File: src/rtl/uart_pkg.sv
// Shared UART types and constants: tx FSM states, data/stop limits, line idle level, parity helper.
package uart_pkg;

  localparam int unsigned DATA_BITS_MAX = 8;
  localparam int unsigned STOP_BITS_MAX = 2;
  localparam logic        LINE_IDLE     = 1'b1;

  typedef enum logic [2:0] {
    IDLE   = 3'd0,
    START  = 3'd1,
    DATA   = 3'd2,
    PARITY = 3'd3,
    STOP   = 3'd4
  } tx_state_e;

  // Parity over the bits that will actually be sent; bit 7 dropped in 7-bit mode.
  function automatic logic parity_bit(input logic [DATA_BITS_MAX-1:0] d,
                                      input logic bit8, input logic odd);
    logic [DATA_BITS_MAX-1:0] m;
    m = d;
    if (!bit8) m[DATA_BITS_MAX-1] = 1'b0;
    return (^m) ^ odd;
  endfunction

endpackage

File: src/rtl/uart_tx_hold.sv
// One-entry holding register between the valid/ready byte interface and the serializer.
module uart_tx_hold
  import uart_pkg::*;
(
  input  logic                     clk,
  input  logic                     reset,
  input  logic [DATA_BITS_MAX-1:0] data_i,
  input  logic                     valid_i,
  output logic                     ready_o,
  input  logic                     unload_i,
  output logic [DATA_BITS_MAX-1:0] data_o
);

  logic                     ready_q;
  logic [DATA_BITS_MAX-1:0] data_q;

  // Unload is only requested while full, so it never collides with an accept.
  always_ff @(posedge clk) begin
    if (reset) begin
      ready_q <= 1'b1;
      data_q  <= '0;
    end else if (valid_i && ready_q) begin
      ready_q <= 1'b0;
      data_q  <= data_i;
    end else if (unload_i) begin
      ready_q <= 1'b1;
    end
  end

  assign ready_o = ready_q;
  assign data_o  = data_q;

endmodule

File: src/rtl/uart_tx_serializer.sv
// UART transmit FSM: start, 7/8 data bits LSB first, optional parity, STOP_BITS stop bits.
// Parity support is compiled in only when UART_TX_PARITY_EN is defined.
module uart_tx_serializer
  import uart_pkg::*;
#(
  parameter int unsigned STOP_BITS = 1
) (
  input  logic                     clk,
  input  logic                     reset,
  input  logic                     xmit_pulse,
  input  logic [DATA_BITS_MAX-1:0] tx_data,
  input  logic                     tx_valid,
  output logic                     tx_ready,
  input  logic                     bit8,
  input  logic                     parity_en,
  input  logic                     odd_n_even,
  output logic                     tx,
  output logic                     tx_busy
);

  localparam int unsigned CNT_W  = $clog2(DATA_BITS_MAX);
  localparam int unsigned STOP_W = $clog2(STOP_BITS_MAX);
  localparam logic [CNT_W-1:0]  LAST8     = CNT_W'(DATA_BITS_MAX - 1);
  localparam logic [CNT_W-1:0]  LAST7     = CNT_W'(DATA_BITS_MAX - 2);
  localparam logic [STOP_W-1:0] STOP_LAST = STOP_W'(STOP_BITS - 1);

  tx_state_e                state_q, state_d;
  logic [DATA_BITS_MAX-1:0] shift_q, shift_d;
  logic [CNT_W-1:0]         cnt_q, cnt_d;
  logic [STOP_W-1:0]        stop_q, stop_d;
  logic                     bit8_q, bit8_d;
  logic                     tx_q, tx_d;
  logic                     busy_q;
  logic                     start_frame_c;
  logic                     unload_c;
  logic                     hold_ready;
  logic [DATA_BITS_MAX-1:0] hold_data;
`ifdef UART_TX_PARITY_EN
  logic                     par_en_q, par_en_d;
  logic                     par_q, par_d;
`else
  logic                     unused_cfg;
  assign unused_cfg = parity_en ^ odd_n_even;
`endif

  uart_tx_hold u_hold (
    .clk      (clk),
    .reset    (reset),
    .data_i   (tx_data),
    .valid_i  (tx_valid),
    .ready_o  (hold_ready),
    .unload_i (unload_c),
    .data_o   (hold_data)
  );

  // State register; reset abandons any frame and drives the line idle.
  always_ff @(posedge clk) begin
    if (reset) begin
      state_q  <= IDLE;
      shift_q  <= '0;
      cnt_q    <= '0;
      stop_q   <= '0;
      bit8_q   <= 1'b1;
      tx_q     <= LINE_IDLE;
      busy_q   <= 1'b0;
`ifdef UART_TX_PARITY_EN
      par_en_q <= 1'b0;
      par_q    <= 1'b0;
`endif
    end else begin
      state_q  <= state_d;
      shift_q  <= shift_d;
      cnt_q    <= cnt_d;
      stop_q   <= stop_d;
      bit8_q   <= bit8_d;
      tx_q     <= tx_d;
      busy_q   <= (state_d != IDLE);
`ifdef UART_TX_PARITY_EN
      par_en_q <= par_en_d;
      par_q    <= par_d;
`endif
    end
  end

  // Next state; everything advances only on the bit-period strobe.
  always_comb begin
    state_d       = state_q;
    shift_d       = shift_q;
    cnt_d         = cnt_q;
    stop_d        = stop_q;
    bit8_d        = bit8_q;
    tx_d          = tx_q;
    start_frame_c = 1'b0;
    unload_c      = 1'b0;
`ifdef UART_TX_PARITY_EN
    par_en_d      = par_en_q;
    par_d         = par_q;
`endif
    if (xmit_pulse) begin
      case (state_q)
        IDLE: begin
          tx_d          = LINE_IDLE;
          start_frame_c = !hold_ready;
        end
        START: begin
          tx_d    = shift_q[0];
          cnt_d   = '0;
          state_d = DATA;
        end
        DATA: begin
          if (cnt_q == (bit8_q ? LAST8 : LAST7)) begin
            state_d = STOP;
            tx_d    = LINE_IDLE;
            stop_d  = '0;
`ifdef UART_TX_PARITY_EN
            if (par_en_q) begin
              state_d = PARITY;
              tx_d    = par_q;
            end
`endif
          end else begin
            shift_d = shift_q >> 1;
            cnt_d   = cnt_q + CNT_W'(1);
            tx_d    = shift_q[1];
          end
        end
`ifdef UART_TX_PARITY_EN
        PARITY: begin
          state_d = STOP;
          tx_d    = LINE_IDLE;
          stop_d  = '0;
        end
`endif
        STOP: begin
          if (stop_q == STOP_LAST) begin
            state_d       = IDLE;
            tx_d          = LINE_IDLE;
            start_frame_c = !hold_ready;
          end else begin
            stop_d = stop_q + STOP_W'(1);
          end
        end
        default: begin
          state_d = IDLE;
          tx_d    = LINE_IDLE;
        end
      endcase
    end
    // Frame start (from IDLE or straight out of the last stop bit) latches byte and config.
    if (start_frame_c) begin
      unload_c = 1'b1;
      shift_d  = hold_data;
      bit8_d   = bit8;
      tx_d     = ~LINE_IDLE;
      state_d  = START;
`ifdef UART_TX_PARITY_EN
      par_en_d = parity_en;
      par_d    = parity_bit(hold_data, bit8, odd_n_even);
`endif
    end
  end

  assign tx       = tx_q;
  assign tx_busy  = busy_q;
  assign tx_ready = hold_ready;

endmodule

File: config.mk
export PLATFORM = sky130hd
export DESIGN_NAME = uart_tx_serializer
export DESIGN_NICKNAME = d
export VERILOG_FILES = /design/src/rtl/uart_pkg.sv /design/src/rtl/uart_tx_hold.sv /design/src/rtl/uart_tx_serializer.sv
export SDC_FILE = /design/constraint.sdc
export NUM_CORES = 1
export LEC_CHECK = 0
export BUFFER_PORTS_ARGS = -buffer_cell sky130_fd_sc_hd__buf_2
export CORE_AREA = 10 10 57 59
export DETAILED_ROUTE_END_ITERATION = 16
export DIE_AREA = 0 0 67 69
export MAX_ROUTING_LAYER = met4
export PLACE_DENSITY_LB_ADDON = 0.05
export SLEW_MARGIN = 20
export SYNTH_ARGS = -nofsm -noshare
export SYNTH_HDL_FRONTEND = slang
export SYNTH_SLANG_ARGS = --single-unit
File: constraint.sdc
create_clock -name clk -period 3.6 [get_ports clk]
set_clock_uncertainty 0.15 [all_clocks]
set_input_delay 0.72 -clock clk [delete_from_list [all_inputs] [get_ports clk]]
set_output_delay 0.72 -clock clk [all_outputs]
set_load 0.02 [all_outputs]
## Word level (Yosys, flattened, before mapping)

Cells that the tools add are included.

- Register bits after elaboration: 27
- Input bits: 15
- Output and inout bits: 3
- Word-level logic and storage cells: 58

- Add/sub/neg operators: 2
- Equality and inequality tests: 8
- Muxes and demuxes: 26
- Reduce and logical (&&, ||, !) cells: 13

Operators with widths:

| kind | count |
|---|---|
| 8-bit two-way mux | 4 |
| 3-bit two-way mux | 5 |
| 1-bit two-way mux | 12 |
| 3-bit one-hot mux with 4 select lines | 1 |
| 2-bit nonzero test | 5 |
| 3-bit AND reduction | 3 |
| 2-bit != test, second input constant | 3 |
| 3-bit one-hot mux with 2 select lines | 1 |
| 1-bit one-hot mux with 2 select lines | 2 |
| 3-bit by 1-bit adder with 3-bit output, second input constant | 1 |
| 3-bit by 1-bit == test with 1-bit output, second input constant | 1 |
| 3-bit by 2-bit == test with 1-bit output, second input constant | 1 |
| 3-bit == test | 1 |
| 3-bit == test, second input constant | 1 |
| 3-bit logical NOT | 1 |
| 3-bit != test, second input constant | 1 |
| 1-bit one-hot mux with 3 select lines | 1 |
| 3-bit nonzero test | 1 |
| 2-bit AND reduction | 1 |
| 1-bit adder, second input constant | 1 |
| 1-bit logical AND | 1 |
| 1-bit logical NOT | 1 |

## Depth between registers and ports, before layout

Gate-level depths: netlist of the first run.

- Depth after elaboration: 7
- Gate-level depth with buffers: 6
- Mapped depth without buffers: 4

## Hierarchy

Synthesis of the first run repeated with hierarchy kept, for this count alone.

- Cell total of the unflattened synthesis: 138
- Area total of the unflattened synthesis: 1,296.2 um^2

Modules (own cells, without submodules):

| module | times used | cells each | area an instance (um^2) | seq. area each (um^2) |
|---|---|---|---|---|
| uart_tx_serializer | 1 | 97 | 885.8 | 340.3 |
| uart_tx_hold | 1 | 41 | 410.4 | 180.2 |

## Worst setup path after synthesis of the first run

Ideal clock, no wire load.

- Path type: input-to-reg
- Start point: input xmit_pulse
- End point: register shift_q[0]
- Setup time: 0.091 ns
- Arrival time: 1.735 ns
- Data required time: 3.359 ns
- Path slack: 1.624 ns
- Cell stages on the path: 6
- Path buffers: 2
- Path through: buf_6 inv_4 nor4_4 buf_6 nand2_1 a311oi_1

- Word-level cells in the longest chain between the ends: 3
- Elaborated cells on any way between the ends: 6
- Those cells by class: eq/ne (1); mux (2); reduce/logical (3)

RTL lines:

| element | RTL line | text |
|---|---|---|
| from (decl) | uart_tx_serializer.sv:10 | `input logic xmit_pulse,` |
| 1-bit two-way mux | uart_tx_serializer.sv:99 | `if (xmit_pulse) begin` |
| 2-bit != test (no source line) / 2-bit nonzero test (equally long branches) | - |  |
| 3-bit AND reduction (no source line) | - |  |
| to (signal assigned) | uart_tx_serializer.sv:72 | `shift_q <= shift_d;` |
| to (decl) | uart_tx_serializer.sv:28 | `logic [DATA_BITS_MAX-1:0] shift_q, shift_d;` |

Several ways; a longest one is shown, not always the timed one.
A chain may end at the register's enable or synchronous reset.

## Worst setup path in the final report of the first run

- Start point: register u_hold.ready_q (netlist: u_hold.ready_o)
- End point: output tx_ready

RTL lines:

| element | RTL line | text |
|---|---|---|
| from (decl) | uart_tx_hold.sv:14 | `logic ready_q;` |
| from (signal assigned) | uart_tx_hold.sv:20 | `ready_q <= 1'b1;` |
| from (signal assigned) | uart_tx_hold.sv:23 | `ready_q <= 1'b0;` |
| from (signal assigned) | uart_tx_hold.sv:26 | `ready_q <= 1'b1;` |
| to (decl) | uart_tx_serializer.sv:13 | `output logic tx_ready,` |

No word-level cell between the ends.

==> results of run 1 <==
## power by group through the flow
stage / logic, W / registers (W) / clock network [W]
CTS: 0.0000781 / 0.000323 / 0.000204
finish: 0.0000770 / 0.000323 / 0.000199
global placement: 0.0000763 / 0.000329 / 0
detailed placement: 0.0000776 / 0.000330 / 0
global route: 0.0000878 / 0.000327 / 0.000217
floorplan: 0.0000629 / 0.000325 / 0
## stage by stage
stage	utilization	total power (W)	worst slack (ps)	hold WS, ps
floorplan	-	0.0003882	1624	282.1
global placement	0.5778	0.0004051	1204	294.7
detailed placement	0.5778	0.0004072	1182	298.2
CTS	0.6022	0.0006048	1474	317.2
global route	0.6022	0.0006311	1392	334.2
finish	0.6022	0.0005992	1494	313.9
## cell usage after synthesis (3+ instances only)
library cell	instances	area [sq um]
sky130_fd_sc_hd__a311oi_1	7	61.31
sky130_fd_sc_hd__dfxtp_1	26	520.5
sky130_fd_sc_hd__clkbuf_1	5	18.77
sky130_fd_sc_hd__nor3_1	8	40.04
sky130_fd_sc_hd__nand3_1	12	60.06
sky130_fd_sc_hd__nor2_1	3	11.26
sky130_fd_sc_hd__a21oi_1	14	70.07
sky130_fd_sc_hd__nand2_1	33	123.9
sky130_fd_sc_hd__nand2b_1	3	18.77
## metal layers
| metal | part of all wire | wire (um) | vias up | global-route usage |
|---|---|---|---|---|
| li1 | - | - | 524 | - |
| met1 | 0.46 | 1074 | 454 | 0.1186 |
| met2 | 0.50 | 1158 | 14 | 0.1778 |
| met3 | 0.028 | 66 | 4 | 0.02254 |
| met4 | 0.013 | 30 | 0 | 0.03394 |
| met5 | 0 | 0 | - | - |
## cell families after synthesis
| family | after synthesis | share of synthesized area |
|---|---|---|
| buffers and inverters | 12 | 0.05503 |
| AND/OR/NAND/NOR | 69 | 0.2952 |
| multiplexers | 1 | 0.008466 |
| XOR/XNOR | 2 | 0.01482 |
| AO/OA/AOI/OAI | 31 | 0.1757 |
| flip-flops | 26 | 0.4402 |
| adder cells (fa/ha/maj) | 1 | 0.01058 |
## path summary, 6_finish.rpt
path,startpoint,to,slack (ps),cells past startpoint
max reg2reg,u_hold.ready_o,shift_q[2],1620,3
max,u_hold.ready_o,tx_ready,1490,1
min reg2reg,u_hold.data_o[6],u_hold.data_o[6],310,2
min,u_hold.data_o[6],u_hold.data_o[6],310,2
## final cells by class
cell class,instances,area (sq um),area share
repair buffers,15,75.07,0.05803
clock inverters,1,30.03,0.02321
well taps,28,35.03,0.02708
inverters,3,13.76,0.01064
flip-flops and latches,26,520.5,0.4023
clock buffers,3,22.52,0.01741
multi-input cells,104,596.8,0.4613
## sequential cells by signal (all words and copies together), names as in the netlist
| register | count |
|---|---|
| bit8_q | 1 |
| cnt_q | 3 |
| shift_q | 8 |
| state_q | 3 |
| tx | 1 |
| tx_busy | 1 |
| u_hold.data_o | 8 |
| u_hold.ready_o | 1 |
==> impl_metrics.py, run 1 <==
metrics = {
    "drt": {
        "detail_route.iter0.violations": 46,
        "first_pass_iters": 6,
        "drt-wirelength-per-cell_um": 12.94,
        "wirelength_um": 2330,
        "postRouteAntennaNets": 0,
        "viasPerCell": 5.533,
        "drc": 0,
        "total_number_of_vias": 996,
    },
    "power_and_ir_drop": {
        "switching_share": 0.2460,
        "peakVddDrop_mv": 0.3026,
        "cell_internal_pwr_w": 0.0004518,
        "total_switching_power_w": 0.0001474,
        "power_per_cell_area_nw_per_um2": 463.1,
        "power_leakage_nw": 0.4868,
        "power_share_of_the_clock_group": 0.332,
        "comb_power_share": 0.129,
        "pwr-share-seq": 0.539,
    },
    "run_status": {
        "run_status": "finished clean",
    },
    "layout": {
        "nNetsFinal": 169,
        "layout-area-overhead-vs-synth_pct": 9.418,
        "share_of_post_route_cells_with_drive_strength_above_1": 0.1579,
        "n_fill_cell": 203,
        "antenna-diode-count": 0,
        "layoutNonFillerInstCount": 180,
        "mostFrequentLayoutCell": "sky130_fd_sc_hd__nand2_1",
        "final_cell_mix": "sky130_fd_sc_hd__nand2_1, sky130_fd_sc_hd__dfxtp_1, sky130_fd_sc_hd__buf_2",
        "stdcell_area_sq_um": 1294,
    },
    "timing": {
        "finalCritPeriodShare": 0.5849,
        "hold_violations_final": 0,
        "setup_viol": 0,
        "layout_min_cycle_time_ps": 2106,
        "finalMaxSlewViolations": 0,
        "grt_setup_unrepaired": "no",
        "fmax_mhz": 474.9,
        "max-slew-margin-rel": 0.4142,
        "actual_transition_at_the_worst_max_transition_pin_ps": 872.2,
        "setup_total_negative_slack_ps": 0,
    },
    "worst_setup_path": {
        "timing.critical_path.from_type": "register",
        "path_delay_family": "flip-flops",
        "worst_path_max_fanout": 14,
        "cp_cell_sequence": "buf_2",
        "setup.worst_path.end_class": "output port",
        "worstPathArrival_ps": 1240,
        "worst-path-buf-inv": 1,
        "critical-path-slowest-cell": "sky130_fd_sc_hd__dfxtp_1",
        "crit_required_ps": 2730,
        "slowest_delay_ps": 660,
        "path_class": "reg -> out",
    },
    "global_routing": {
        "grt_resource_usage_total": 0.1056,
        "antenna_violations_before_repair": 0,
        "aggregate_global_routing_overflow": 0,
        "global_route_wire_length_before_repair_um": 4022,
        "first_global_vias": 938,
        "grt_start_max_net_pins": 25,
    },
    "clock_tree": {
        "clock_path_buffers": 2,
        "cts.root.buffer_cell": "sky130_fd_sc_hd__clkbuf_4",
        "worstSkewPairLatency_ps": 330,
        "tritoncts": "yes",
        "cts_sinks": 26,
        "postCtsSetupRepairBufs": 0,
        "cts_made_buffers": 3,
        "cts.repair.resized": 0,
        "path_clk_slew_ps": 130,
        "cts_hold_buffers": 0,
        "clock_tree.htree_level_count": 1,
    },
    "logic_synthesis": {
        "postSynthNetCount": 158,
        "post_synthesis_cell_type_count": 33,
        "ys_seq_elements": 26,
        "synthesis.yosys.warnings": 0,
        "syn_area_sq_um": 1182,
        "syn-mean-instance-area_sq_um": 8.327,
        "synth_enable_flop_cells": 0,
        "yosysSeqAreaShare": 0.4402,
        "async_flop_share": 0,
        "syn_inst": 142,
        "synthFlopType": "sky130_fd_sc_hd__dfxtp_1",
    },
    "placement": {
        "port_buffers": 15,
        "place_congestion": 0.7162,
        "hpwl_um": 1682,
        "dpl_cell_area_sq_um": 1241,
        "placedCellCount": 176,
    },
    "floorplan": {
        "pin_count": 18,
        "core_sq_um": 2148,
        "fp.dieH_um": 69,
        "die_area_sq_um": 4623,
        "chipWidth_um": 67,
        "placement_rows": 17,
        "initial_core_util": 0.5504,
    },
    "min_path": {
        "timing.hold.worst.class": "reg -> reg",
    },
    "flow_run": {
        "cap_violations": 0,
    },
}
Note: power is estimated with default switching activity, not from simulation.
==> run 2, diff against run 1 <==
--- a/config.mk
+++ b/config.mk
@@ -6,9 +6,9 @@
 export NUM_CORES = 1
 export LEC_CHECK = 0
 export BUFFER_PORTS_ARGS = -buffer_cell sky130_fd_sc_hd__buf_2
-export CORE_AREA = 10 10 57 59
+export CORE_AREA = 10 10 61 63
 export DETAILED_ROUTE_END_ITERATION = 16
-export DIE_AREA = 0 0 67 69
+export DIE_AREA = 0 0 71 73
 export MAX_ROUTING_LAYER = met4
 export PLACE_DENSITY_LB_ADDON = 0.05
 export SLEW_MARGIN = 20
==> constraint.sdc (replaced) <==
create_clock -name clk -period 1.7 [get_ports clk]
set_clock_uncertainty 0.15 [all_clocks]
set_input_delay 0.34 -clock clk [delete_from_list [all_inputs] [get_ports clk]]
set_output_delay 0.34 -clock clk [all_outputs]
set_load 0.02 [all_outputs]
==> run 2 against run 1 <==
Net effect: critical path depth is 3 higher; global-route usage down 0.73 points; setup slack lost 1400 ps; design area is 8.1% higher; die area is 12% higher; sequential power is 110% higher; power increased by 99%; cell count rose by 7.2%; register-to-register slack got worse by 1500 ps; critical endpoint is now shift_q[2]; highest routed layer unchanged.
==> impl_metrics.py, run 2 (synthesis gave the netlist of run 1 again) <==
metrics = {
    "worst_setup_path": {
        "regToRegStartpoint": "state_q[0]",
        "r2r_cells": 4,
        "setup.worst_path.end_class": "register",
        "worst_path_max_fanout": 10,
        "worstPathArrival_ps": 1680,
        "worstReg2RegEnd": "shift_q[2]",
        "ff2ff_setup_slack_ps": 80,
        "timing.critical_path.from_type": "register",
        "crit_required_ps": 1760,
        "path_class": "reg -> reg",
    },
    "clock_tree": {
        "cts_hold_buffers": 0,
        "cts_sinks": 26,
        "path_clk_slew_ps": 140,
        "clock_tree.htree_level_count": 1,
        "postCtsSetupRepairBufs": 0,
        "tritoncts": "yes",
        "clock_path_buffers": 2,
        "cts_made_buffers": 3,
        "cts.root.buffer_cell": "sky130_fd_sc_hd__clkbuf_4",
        "worstSkewPairLatency_ps": 320,
    },
    "power_and_ir_drop": {
        "power_per_cell_area_nw_per_um2": 853.5,
        "comb_power_share": 0.171,
        "switching_share": 0.2672,
        "power_leakage_nw": 0.5287,
        "power_share_of_the_clock_group": 0.262,
        "total_switching_power_w": 0.0003190,
        "pwr-share-seq": 0.567,
        "peakVddDrop_mv": 0.5671,
        "p_total_w": 0.001194,
        "cell_internal_pwr_w": 0.0008748,
    },
    "global_routing": {
        "first_global_vias": 989,
        "aggregate_global_routing_overflow": 0,
        "global_route_wire_length_before_repair_um": 4229,
        "antenna_violations_before_repair": 0,
        "grt_start_max_net_pins": 22,
        "grt_resource_usage_total": 0.09826,
    },
    "timing": {
        "max-slew-margin-rel": 0.7570,
        "finalMaxSlewViolations": 0,
        "fmax_mhz": 616.6,
        "setup_total_negative_slack_ps": 0,
        "hold_violations_final": 0,
        "layout_min_cycle_time_ps": 1622,
        "actual_transition_at_the_worst_max_transition_pin_ps": 359.4,
        "grt_setup_unrepaired": "yes",
        "setup_viol": 0,
        "finalCritPeriodShare": 0.9540,
    },
    "floorplan": {
        "die_area_sq_um": 5183,
        "chipWidth_um": 71,
        "initial_core_util": 0.4522,
        "core_sq_um": 2615,
        "placement_rows": 19,
        "fp.dieH_um": 73,
        "pin_count": 18,
    },
    "drt": {
        "drc": 0,
        "postRouteAntennaNets": 0,
        "viasPerCell": 5.394,
        "wirelength_um": 2468,
        "total_number_of_vias": 1041,
        "first_pass_iters": 4,
        "detail_route.iter0.violations": 62,
        "drt-wirelength-per-cell_um": 12.79,
    },
    "layout": {
        "layout-area-overhead-vs-synth_pct": 18.31,
        "seq_area_sq_um": 525.5,
        "nNetsFinal": 179,
        "antenna-diode-count": 0,
        "share_of_post_route_cells_with_drive_strength_above_1": 0.2469,
        "final_cell_mix": "sky130_fd_sc_hd__nand2_1, sky130_fd_sc_hd__dfxtp_1, sky130_fd_sc_hd__buf_2",
        "n_fill_cell": 278,
        "multi_input_area_sq_um": 621.8,
        "mostFrequentLayoutCell": "sky130_fd_sc_hd__nand2_1",
    },
    "min_path": {
        "timing.hold.worst.class": "in -> reg",
        "min_path_cells": 2,
        "whs_endpoint": "state_q[0]",
        "worstHoldStart": "reset",
    },
    "placement": {
        "port_buffers": 15,
        "place_congestion": 0.7067,
        "hpwl_um": 1859,
    },
    "run_status": {
        "run_status": "finished clean",
    },
    "flow_run": {
        "cap_violations": 0,
    },
}
==> run 2: layout make-up <==
cell class	instances	share of cell area
Inverter	3	0.009839
Timing Repair Buffer	25	0.1163
Clock buffer	4	0.02594
Multi-Input combinational cell	104	0.4445
Sequential cell	26	0.3757
Tap cell	31	0.02773
==> run 2: repair_timing <==
| action | in CTS | in global routing |
|---|---|---|
| gates resized for setup | 2 | 6 |
| endpoints found under the setup margin | 6 | 12 |
| endpoints found under the hold margin | 0 | 0 |
==> run 2: how the worst max path moves through the flow <==
| stage | start | endpoint | slack (ps) |
|---|---|---|---|
| after detailed placement | state_q[1] | shift_q[2] | 2 |
| after global placement | state_q[1] | shift_q[5] | 50 |
| final | state_q[0] | shift_q[2] | 80 |
| after floorplan | state_q[0] | shift_q[0] | 70 |
| after CTS | state_q[0] | shift_q[4] | 30 |
| after global routing | state_q[0] | shift_q[2] | 0.3 |
==> run 2: worst max-delay path: stages (launching register included) <==
cell and delay, ps:
sky130_fd_sc_hd__dfxtp_2 400, sky130_fd_sc_hd__or4b_1 590, sky130_fd_sc_hd__buf_4 210, sky130_fd_sc_hd__nand2_1 70, sky130_fd_sc_hd__a311oi_1 80
==> run 2: stage by stage <==
step / std cells / utilization / instance area, sq um / setup WS, ps / hold WS, ps
global route: 193 / 0.5349 / 1399 / 0.3388 / 52.33
detailed placement: 189 / 0.5096 / 1333 / 2.371 / 296.8
finish: 193 / 0.5349 / 1399 / 78.20 / 56.63
global placement: 189 / 0.5096 / 1333 / 53.18 / 293.1
CTS: 193 / 0.5239 / 1370 / 32.59 / 49.57
floorplan: 142 / - / 1182 / 72.45 / 270.6
==> run 2: routing by layer <==
layer | vias to the layer above | part of all wire | GRT usage
met2 | 24 | 0.48 | 0.1652
met4 | 0 | 0.011 | 0.04301
met3 | 4 | 0.034 | 0.01905
li1 | 545 | - | -
met5 | - | 0 | -
met1 | 468 | 0.47 | 0.1108
==> run 2: power by group through the flow <==
stage	clock network (W)	registers [W]	logic, W
after floorplan	0	0.000689	0.000133
after global placement	0	0.000689	0.000197
after detailed placement	0	0.000689	0.000201
after CTS	0.000327	0.000676	0.000203
after global routing	0.000346	0.000682	0.000233
final	0.000312	0.000677	0.000204
